File: src/rtl/bp_pkg.sv
// rtl/bp_pkg.sv - shared constants, entry type and BHT index helper for branch resolution
package bp_pkg;

   localparam int PC_W  = 32;
   localparam int IDX_W = 5;

   typedef struct packed {
      logic [PC_W-1:0] pc;
      logic            pred;
      logic [PC_W-1:0] pred_target;
   } bp_entry_t;

   // Word-aligned PCs: drop the two byte-offset bits, keep the next IDX_W bits
   function automatic logic [IDX_W-1:0] bht_index(input logic [PC_W-1:0] pc);
      return IDX_W'(pc >> 2);
   endfunction

endpackage

File: src/rtl/pred_fifo.sv
// rtl/pred_fifo.sv - synchronous in-order FIFO holding in-flight branch predictions
module pred_fifo #(
   parameter int DEPTH = 4,
   parameter int W     = 8
) (
   input  logic                       clk,
   input  logic                       rst,
   input  logic                       push,
   input  logic                       pop,
   input  logic                       clear,
   input  logic [W-1:0]               wdata,
   output logic [W-1:0]               rdata,
   output logic [$clog2(DEPTH+1)-1:0] count,
   output logic                       full,
   output logic                       empty
);

   localparam int PW = $clog2(DEPTH);
   localparam int CW = $clog2(DEPTH+1);

   logic [W-1:0]  mem [DEPTH];
   logic [PW-1:0] wr_ptr;
   logic [PW-1:0] rd_ptr;
   logic          push_ok;
   logic          pop_ok;

   assign full    = (count == CW'(DEPTH));
   assign empty   = (count == '0);
   assign push_ok = push && !full;
   assign pop_ok  = pop && !empty;
   assign rdata   = mem[rd_ptr];

   // Clear wins over push: a cleared FIFO never keeps a same-cycle write
   always_ff @(posedge clk) begin
      if (rst || clear) begin
         wr_ptr <= '0;
         rd_ptr <= '0;
         count  <= '0;
      end else begin
         if (push_ok) wr_ptr <= wr_ptr + PW'(1);
         if (pop_ok)  rd_ptr <= rd_ptr + PW'(1);
         count <= count + CW'(push_ok) - CW'(pop_ok);
      end
   end

   always_ff @(posedge clk) begin
      if (push_ok) mem[wr_ptr] <= wdata;
   end

endmodule

File: src/rtl/branch_resolve_unit.sv
// rtl/branch_resolve_unit.sv - tracks fetched predictions, resolves them, trains the BHT and flushes on mispredict
module branch_resolve_unit
   import bp_pkg::*;
#(
   parameter int DEPTH = 4,
   parameter int CNT_W = 16
) (
   input  logic             clk,
   input  logic             rst,
   input  logic             if_valid,
   input  logic [PC_W-1:0]  if_pc,
   input  logic             if_pred,
   input  logic [PC_W-1:0]  if_pred_target,
   output logic             if_stall,
   input  logic             ex_valid,
   input  logic             ex_taken,
   input  logic [PC_W-1:0]  ex_target,
   output logic             bht_en,
   output logic [IDX_W-1:0] bht_write_addr,
   output logic             bht_was_taken,
   output logic             flush,
   output logic [PC_W-1:0]  redirect_pc,
   output logic             err_underflow,
   output logic [CNT_W-1:0] branch_cnt,
   output logic [CNT_W-1:0] mispred_cnt
);

   localparam int CW = $clog2(DEPTH+1);

   bp_entry_t                    wr_entry;
   bp_entry_t                    head;
   logic [$bits(bp_entry_t)-1:0] head_bits;
   logic [CW-1:0]                count;
   logic                         full;
   logic                         empty;
   logic                         resolve;
   logic                         mispredict;
   logic                         push;

   assign wr_entry   = '{pc: if_pc, pred: if_pred, pred_target: if_pred_target};
   assign head       = bp_entry_t'(head_bits);
   assign if_stall   = (count == CW'(DEPTH));
   assign resolve    = ex_valid && !empty;
   assign mispredict = resolve &&
                       ((head.pred != ex_taken) || (ex_taken && (head.pred_target != ex_target)));
   // Anything fetched alongside a mispredict is wrong-path and must not enter
   assign push       = if_valid && !full && !mispredict;

   pred_fifo #(
      .DEPTH (DEPTH),
      .W     ($bits(bp_entry_t))
   ) u_fifo (
      .clk   (clk),
      .rst   (rst),
      .push  (push),
      .pop   (resolve),
      .clear (mispredict),
      .wdata (wr_entry),
      .rdata (head_bits),
      .count (count),
      .full  (full),
      .empty (empty)
   );

   always_ff @(posedge clk) begin
      if (rst) begin
         bht_en         <= 1'b0;
         bht_write_addr <= '0;
         bht_was_taken  <= 1'b0;
         flush          <= 1'b0;
         redirect_pc    <= '0;
         err_underflow  <= 1'b0;
         branch_cnt     <= '0;
         mispred_cnt    <= '0;
      end else begin
         bht_en <= resolve;
         flush  <= mispredict;
         if (resolve) begin
            bht_write_addr <= bht_index(head.pc);
            bht_was_taken  <= ex_taken;
            if (branch_cnt != '1) branch_cnt <= branch_cnt + CNT_W'(1);
         end
         if (mispredict) begin
            redirect_pc <= ex_taken ? ex_target : head.pc + PC_W'(4);
            if (mispred_cnt != '1) mispred_cnt <= mispred_cnt + CNT_W'(1);
         end
         if (ex_valid && empty) err_underflow <= 1'b1;
      end
   end

endmodule

File: config.mk
export PLATFORM = sky130hd
export DESIGN_NAME = branch_resolve_unit
export DESIGN_NICKNAME = d
export VERILOG_FILES = /design/src/rtl/bp_pkg.sv /design/src/rtl/pred_fifo.sv /design/src/rtl/branch_resolve_unit.sv
export SDC_FILE = /design/constraint.sdc
export NUM_CORES = 1
export LEC_CHECK = 0
export ABC_AREA = 1
export BUFFER_PORTS_ARGS = -buffer_cell sky130_fd_sc_hd__buf_4
export CORE_MARGIN = 2
export CORE_UTILIZATION = 49
export CTS_BUF_LIST = sky130_fd_sc_hd__clkbuf_8
export CTS_CLUSTER_DIAMETER = 200
export CTS_CLUSTER_SIZE = 28
export DETAILED_ROUTE_END_ITERATION = 8
export PLACE_DENSITY = 0.79
export SLEW_MARGIN = 40
export SYNTH_ARGS = -nofsm -noshare
export SYNTH_HDL_FRONTEND = slang
export SYNTH_SLANG_ARGS = --single-unit
export TNS_END_PERCENT = 50
File: constraint.sdc
create_clock -name clk -period 6.7 [get_ports clk]
set_input_delay 0.67 -clock clk [delete_from_list [all_inputs] [get_ports clk]]
set_output_delay 0.67 -clock clk [all_outputs]
set_load 0.02 [all_outputs]
==> results of run 1 <==
[Yosys cell counts (all sizes together)]
master / count / area (sq um)
nor3b: 5 / 37.5
inv: 85 / 322
a32o: 2 / 20.0
o211a: 1 / 10.0
nor2: 123 / 482
xor2: 24 / 210
o31ai: 1 / 7.51
clkinv: 2 / 8.75
a31o: 3 / 26.3
and3: 3 / 18.8
a21oi: 41 / 205
clkbuf: 15 / 56.3
fa: 1 / 20.0
o21a: 3 / 22.5
and2: 1 / 6.26
nand3b: 8 / 60.1
nand2: 546 / 2070
nor4: 5 / 31.3
o21bai: 2 / 15.0
edfxtp: 260 / 7810
nand4: 27 / 169
o21ai: 54 / 270
o22ai: 3 / 25.0
buf: 48 / 320
xnor2: 18 / 158
dfxtp: 82 / 1640
ha: 9 / 113
or2: 6 / 37.5
nor3: 17 / 105
nand3: 163 / 833
a31oi: 3 / 25.0
[power by group through the flow]
stage | Combinational (mW) | Clock, mW | Sequential [mW]
final | 1.81 | 0.866 | 2.76
after global routing | 2.01 | 0.951 | 2.79
after CTS | 1.80 | 0.880 | 2.76
after detailed placement | 1.79 | 0 | 2.81
after global placement | 1.72 | 0 | 2.80
after floorplan | 1.18 | 0 | 2.84
[per-stage QoR]
stage	worst slack, ns	std cells	util
floorplan	1.85	1561	-
global placement	1.92	2080	0.547
detailed placement	1.81	2081	0.548
CTS	1.75	2109	0.558
global route	1.34	2109	0.558
finish	1.65	2109	0.558
[final cells by class]
class,count,area share
Clock inverter,11,0.00397
Multi-Input combinational cell,1069,0.294
Clock buffer,17,0.0137
Inverter,87,0.0196
Tap cell,396,0.0291
Sequential cell,342,0.555
Timing Repair Buffer,187,0.0846
[metal layers]
layer | GRT usage | wire (um) | vias to the layer above
met2 | 0.382 | 18200 | 511
li1 | - | - | 5510
met3 | 0.0292 | 2940 | 51
met1 | 0.327 | 16400 | 5505
met5 | 0 | 13 | -
met4 | 0.0637 | 996 | 2
[registers in the layout, indices dropped and copies added (netlist names), named ones only]
register        cells
err_underflow       1
u_fifo.mem        260
flush               1
redirect_pc        32
branch_cnt         16
bht_en              1
mispred_cnt        16
bht_was_taken       1
u_fifo.count        3
u_fifo.rd_ptr       2
bht_write_addr      5
u_fifo.wr_ptr       2
[kinds of logic (layout without fill, tap and decap cells)]
kind of cell | Yosys count | after routing | share of synthesized area
simple gates | 904 | 904 | 0.254
xor+xnor | 42 | 42 | 0.0243
flops | 342 | 342 | 0.624
fa+ha+maj | 10 | 10 | 0.00877
compound gates | 113 | 113 | 0.0414
buf+inv | 150 | 302 | 0.0467
[worst reg2reg max path, stage by stage, from the launching register on]
cell,delay [ns]
dfxtp_2,0.91
clkinv_2,0.85
nand3_1,0.37
nand2_1,0.10
nand2_1,0.08
o21ai_0,0.08
nor2_1,0.09
nand3_1,0.09
nor2_1,0.27
nand3_4,0.27
nand2_4,0.17
nand2_1,0.30
nor2_4,0.58
buf_4,0.51
[worst paths after layout]
| path | endpoint | slack [ns] |
|---|---|---|
| setup / recovery | u_fifo.mem[2][62]$_DFFE_PP_ | 1.65 |
| hold / removal | u_fifo.mem[3][30]$_DFFE_PP_ | 0.29 |
| setup reg to reg | u_fifo.mem[2][62]$_DFFE_PP_ | 1.65 |
| hold reg to reg | redirect_pc[12]$_SDFFE_PP0P_ | 0.46 |
==> metrics.yaml, run 1 <==
power:
  p_int_mw: 3.43
  ir_drop_uv: 212
  pwr-share-clk: 0.159
  leakage_nw: 6.74
  p_comb_frac: 0.333
  seq_power_share: 0.508
  swShare: 0.369
  switchingPower_mw: 2.00
  p_total_mw: 5.43
  power_density_mw_per_mm2: 319
cts:
  numCtsBuffers: 16
  clk_pin_slew_worst_paths_ns: 0.17
  post_cts_buffers: 0
  cts_sinks: 342
  cts_resized: 0
  ctsHoldBuffers: 0
  cts_tree: "yes"
  root_buffer: "clkbuf_8"
  clockBufferDepth: 3
  clock_latency_ns: 0.57
  htreeDepth: 1
global_route:
  gr-total-overflow: 0
  antenna_found_initial: 1
  grt_max_degree: 94
  track_usage: 0.232
  grt_pass1_vias: 10781
  grt_first_pass_wirelength_um: 59700
place:
  gp_congestion: 0.916
  io_buffers: 175
  dp_hpwl_um: 26800
  postPlaceCellArea_sq_mm: 0.0167
synthesis:
  synthCells: 1561
  yosys_warnings: 0
  synth_area_sq_mm: 0.0151
  synth.distinct_cells: 46
  syn_nets: 1673
  synth-seq-cells: 342
  ys_seq_area_frac: 0.624
  syn_avg_cell_area_sq_um: 9.69
worst_setup_path:
  arrival_ns: 5.25
  cp_top_family: "simple AND/OR/NAND/NOR gates"
  critPathKind: "reg -> reg"
  cp-end-kind: "flip-flop"
  cp_num_buf_inv: 2
  worst-path-max-fanout: 41
  cpMostUsedCell: "nand2_1"
  reg2regPathDepth: 13
  required_ns: 6.89
  worstSetupStartpointType: "flip-flop"
  path_depth: 13
  max_stage_delay_ns: 0.91
  slowest_stage: "dfxtp_2"
  crit_chain: "clkinv_2 > nand3_1 > nand2_1 > nand2_1 > o21ai_0 > nor2_1 > nand3_1 > nor2_1 > nand3_4 > nand2_4 > nand2_1 > nor2_4 > buf_4"
floorplanning:
  chipWidth_um: 180
  ios: 176
  core_area_sq_mm: 0.0305
  die_area_sq_mm: 0.0323
  rows: 64
  die_h_um: 180
  initial_utilization: 0.496
final_layout:
  nNetsFinal: 1815
  design_area_sq_mm: 0.0170
  final_common_cell: "nand2_1"
  drive_gt1_frac: 0.142
  multi_input_area_sq_mm: 0.00501
  area_delta_synth_final_pct: 12.6
  fill_cells: 2568
  antenna_cells: 0
  seqCellArea_sq_mm: 0.00945
  layout_common_cells: "nand2_1 (543), edfxtp_1 (260), buf_4 (184), nand3_1 (161), nor2_1 (110)"
route:
  num_vias: 11579
  wirelength_um: 38600
  first_iter_violations: 1145
  post_drt_wl_per_cell_um: 18.3
  vias_per_cell: 5.49
  drc_errors: 0
  firstDrtPassIters: 7
  ant_nets: 0
sta:
  min_period_ns: 5.05
  fin_setup_tns_ns: 0
  clock_skew_ns: 0.0438
  rsz0062_at_grt: "no"
  setup_violations: 0
  slew_viol_final: 0
  finalHoldWorstSlack_ns: 0.285
  hold_viol: 0
  max_freq_ghz: 0.198
  timing.final.crit_share: 0.754
  slew-limit-headroom: 0.425
  worstMarginPinSlew_ns: 0.863
min_path:
  worstHoldPathType: "in -> reg"
  holdPathStages: 1
  hold_path.startpoint: "if_pred_target[30]"
run:
  cap_violations: 0
status:
  outcome: "finished clean"
No activity file was read; power rests on OpenSTA's default activity.
==> run 2: changes to the inputs <==
==> constraint.sdc (replaced) <==
create_clock -name clk -period 4.8 [get_ports clk]
set_input_delay 0.48 -clock clk [delete_from_list [all_inputs] [get_ports clk]]
set_output_delay 0.48 -clock clk [all_outputs]
set_load 0.02 [all_outputs]
==> run 2 against run 1 <==
Effect of this change:
- utilization hardly changed
- register-to-register slack got worse by 0.74 ns
- cell count unchanged
- fmax rose by 30%
- clock skew rose by 0.0026 ns
- combinational power is 41% higher
- sequential share of layout area is essentially flat
- worst setup slack lost 0.74 ns
- sequential power up 38%
- critical path type unchanged
- largest cell class unchanged
==> metrics.yaml, run 2 (synthesis results as in run 1) <==
final_layout:
  seqCellArea_sq_mm: 0.00945  # unchanged
  fin_util: 0.559  # about the same
  largest_register_ffs: 260  # unchanged
  fill_cells: 2648  # +3.1%
  layout_common_cells: "nand2_1 (543), edfxtp_1 (260), buf_4 (182), nand3_1 (161), nor2_1 (111)"
  multi_input_area_sq_mm: 0.00500  # about the same
  area_delta_synth_final_pct: 12.7  # about the same
  antenna_cells: 0  # unchanged
  nNetsFinal: 1815  # unchanged
  drive_gt1_frac: 0.141  # -0.000584
  regMostFlops: "u_fifo.mem"
  final_common_cell: "nand2_1"
  reg_top3: "u_fifo.mem (260), redirect_pc (32)"
cts:
  cts_resized: 0  # unchanged
  post_cts_buffers: 0  # unchanged
  clockBufferDepth: 3  # unchanged
  clock_latency_ns: 0.57  # about the same
  cts_tree: "yes"
  root_buffer: "clkbuf_8"
  ctsHoldBuffers: 0  # unchanged
  numCtsBuffers: 16  # unchanged
  clk_pin_slew_worst_paths_ns: 0.16  # about the same
  cts_sinks: 342  # unchanged
  htreeDepth: 1  # unchanged
worst_setup_path:
  worstSetupStartpointType: "flip-flop"
  critPathKind: "reg -> reg"
  required_ns: 4.99  # -1.90 ns
  arrival_ns: 4.08  # -1.17 ns
  cp-end-kind: "flip-flop"
  worst-path-max-fanout: 65  # +59%
sta:
  max_freq_ghz: 0.257  # +30%
  finalHoldWorstSlack_ns: 0.0997  # -0.186 ns
  min_period_ns: 3.90  # -1.16 ns
  slew_viol_final: 0  # unchanged
  worst_slack_ns: 0.905  # -0.743 ns
  worstMarginPinSlew_ns: 0.815  # -0.0479 ns
  timing.final.crit_share: 0.812  # +0.0574
  hold_viol: 0  # unchanged
  clock_skew_ns: 0.0464  # +0.00260 ns
  rsz0062_at_grt: "no"
  slew-limit-headroom: 0.457  # +0.0319
  setup_violations: 0  # unchanged
  fin_setup_tns_ns: 0  # unchanged
min_path:
  worstHoldPathType: "in -> reg"
route:
  num_vias: 11471  # -0.93%
  drc_errors: 0  # unchanged
  ant_nets: 0  # unchanged
  vias_per_cell: 5.44  # -0.93%
  wirelength_um: 38100  # -1.2%
  post_drt_wl_per_cell_um: 18.1  # -1.2%
  first_iter_violations: 1111  # -3.0%
  firstDrtPassIters: 5  # -2
power:
  power_density_mw_per_mm2: 443  # +39%
  switchingPower_mw: 2.78  # +39%
  ir_drop_uv: 311  # +47%
  leakage_nw: 6.74  # about the same
  swShare: 0.367  # -0.00153
  seq_power_share: 0.503  # -0.005
  pwr-share-clk: 0.158  # about the same
  p_total_mw: 7.56  # +39%
  p_comb_frac: 0.339  # +0.006
  p_int_mw: 4.78  # +39%
place:
  post-place-ws_ns: 1.05  # -0.763 ns
  io_buffers: 175  # unchanged
  dp_hpwl_um: 25800  # -3.5%
  gp_congestion: 0.918  # +0.16%
floorplanning:
  die_area_sq_mm: 0.0323  # unchanged
  ios: 176  # unchanged
  rows: 64  # unchanged
  core_area_sq_mm: 0.0305  # unchanged
  die_h_um: 180  # unchanged
  initial_utilization: 0.496  # unchanged
  chipWidth_um: 180  # unchanged
global_route:
  grt_pass1_vias: 10776  # -0.046%
  grt_max_degree: 83  # -12%
  track_usage: 0.230  # -0.00192
  gr-total-overflow: 0  # unchanged
  antenna_found_initial: 0  # -1
  grt_first_pass_wirelength_um: 59000  # -1.2%
status:
  outcome: "finished clean"
run:
  cap_violations: 0  # unchanged
==> run 2: metal layers <==
metal / track usage / vias to the layer above / wire [um]
li1: - / 5511 / -
met1: 0.319 / 5414 / 15800
met2: 0.378 / 492 / 18000
met3: 0.0330 / 54 / 3240
met4: 0.0719 / 0 / 1080
met5: 0 / - / 0
==> run 2: cell type report <==
cell class / count / area share
clock inverters: 11 / 0.00396
clock buffers: 17 / 0.0137
well taps: 396 / 0.0291
multi-input cells: 1069 / 0.294
inverters: 87 / 0.0195
repair buffers: 187 / 0.0855
flip-flops and latches: 342 / 0.555
==> run 2: path summary, 6_finish.rpt <==
kind / start / to / slack, ns / depth (start not counted)
worst max register to register: flip-flop / u_fifo.mem[2][56]$_DFFE_PP_ / 0.90 / 13
worst min-delay path: if_pred_target[10] / u_fifo.mem[3][10]$_DFFE_PP_ / 0.1 / 1
worst max-delay path: flip-flop / u_fifo.mem[2][56]$_DFFE_PP_ / 0.90 / 13
worst min register to register: redirect_pc[4]$_SDFFE_PP0P_ / redirect_pc[4]$_SDFFE_PP0P_ / 0.46 / 2
==> run 2: per-stage QoR <==
step / area (sq um) / cells
after floorplan: 15100 / 1561
after detailed placement: 16700 / 2081
final: 17000 / 2109
after global routing: 17000 / 2109
after global placement: 16700 / 2081
after CTS: 17000 / 2109
==> run 2: power by group through the flow <==
| stage | clock, mW | combinational, mW | sequential [mW] |
|---|---|---|---|
| floorplan | 0 | 1.65 | 3.97 |
| global placement | 0 | 2.49 | 3.85 |
| detailed placement | 0 | 2.56 | 3.86 |
| CTS | 1.23 | 2.56 | 3.79 |
| global route | 1.32 | 2.85 | 3.84 |
| finish | 1.20 | 2.56 | 3.80 |
==> run 2: worst max-delay path, stage by stage, from the launching register on <==
cell and delay [ns]:
dfxtp_2 0.37, clkinv_2 0.58, nand3_1 0.32, nand2_1 0.10
nand2_1 0.09, o21ai_1 0.11, nor2_1 0.17, nand3_1 0.12
nor2_1 0.22, nand3_4 0.28, nand2_4 0.18, nand2_1 0.31
nor2_4 0.22, buf_12 0.34
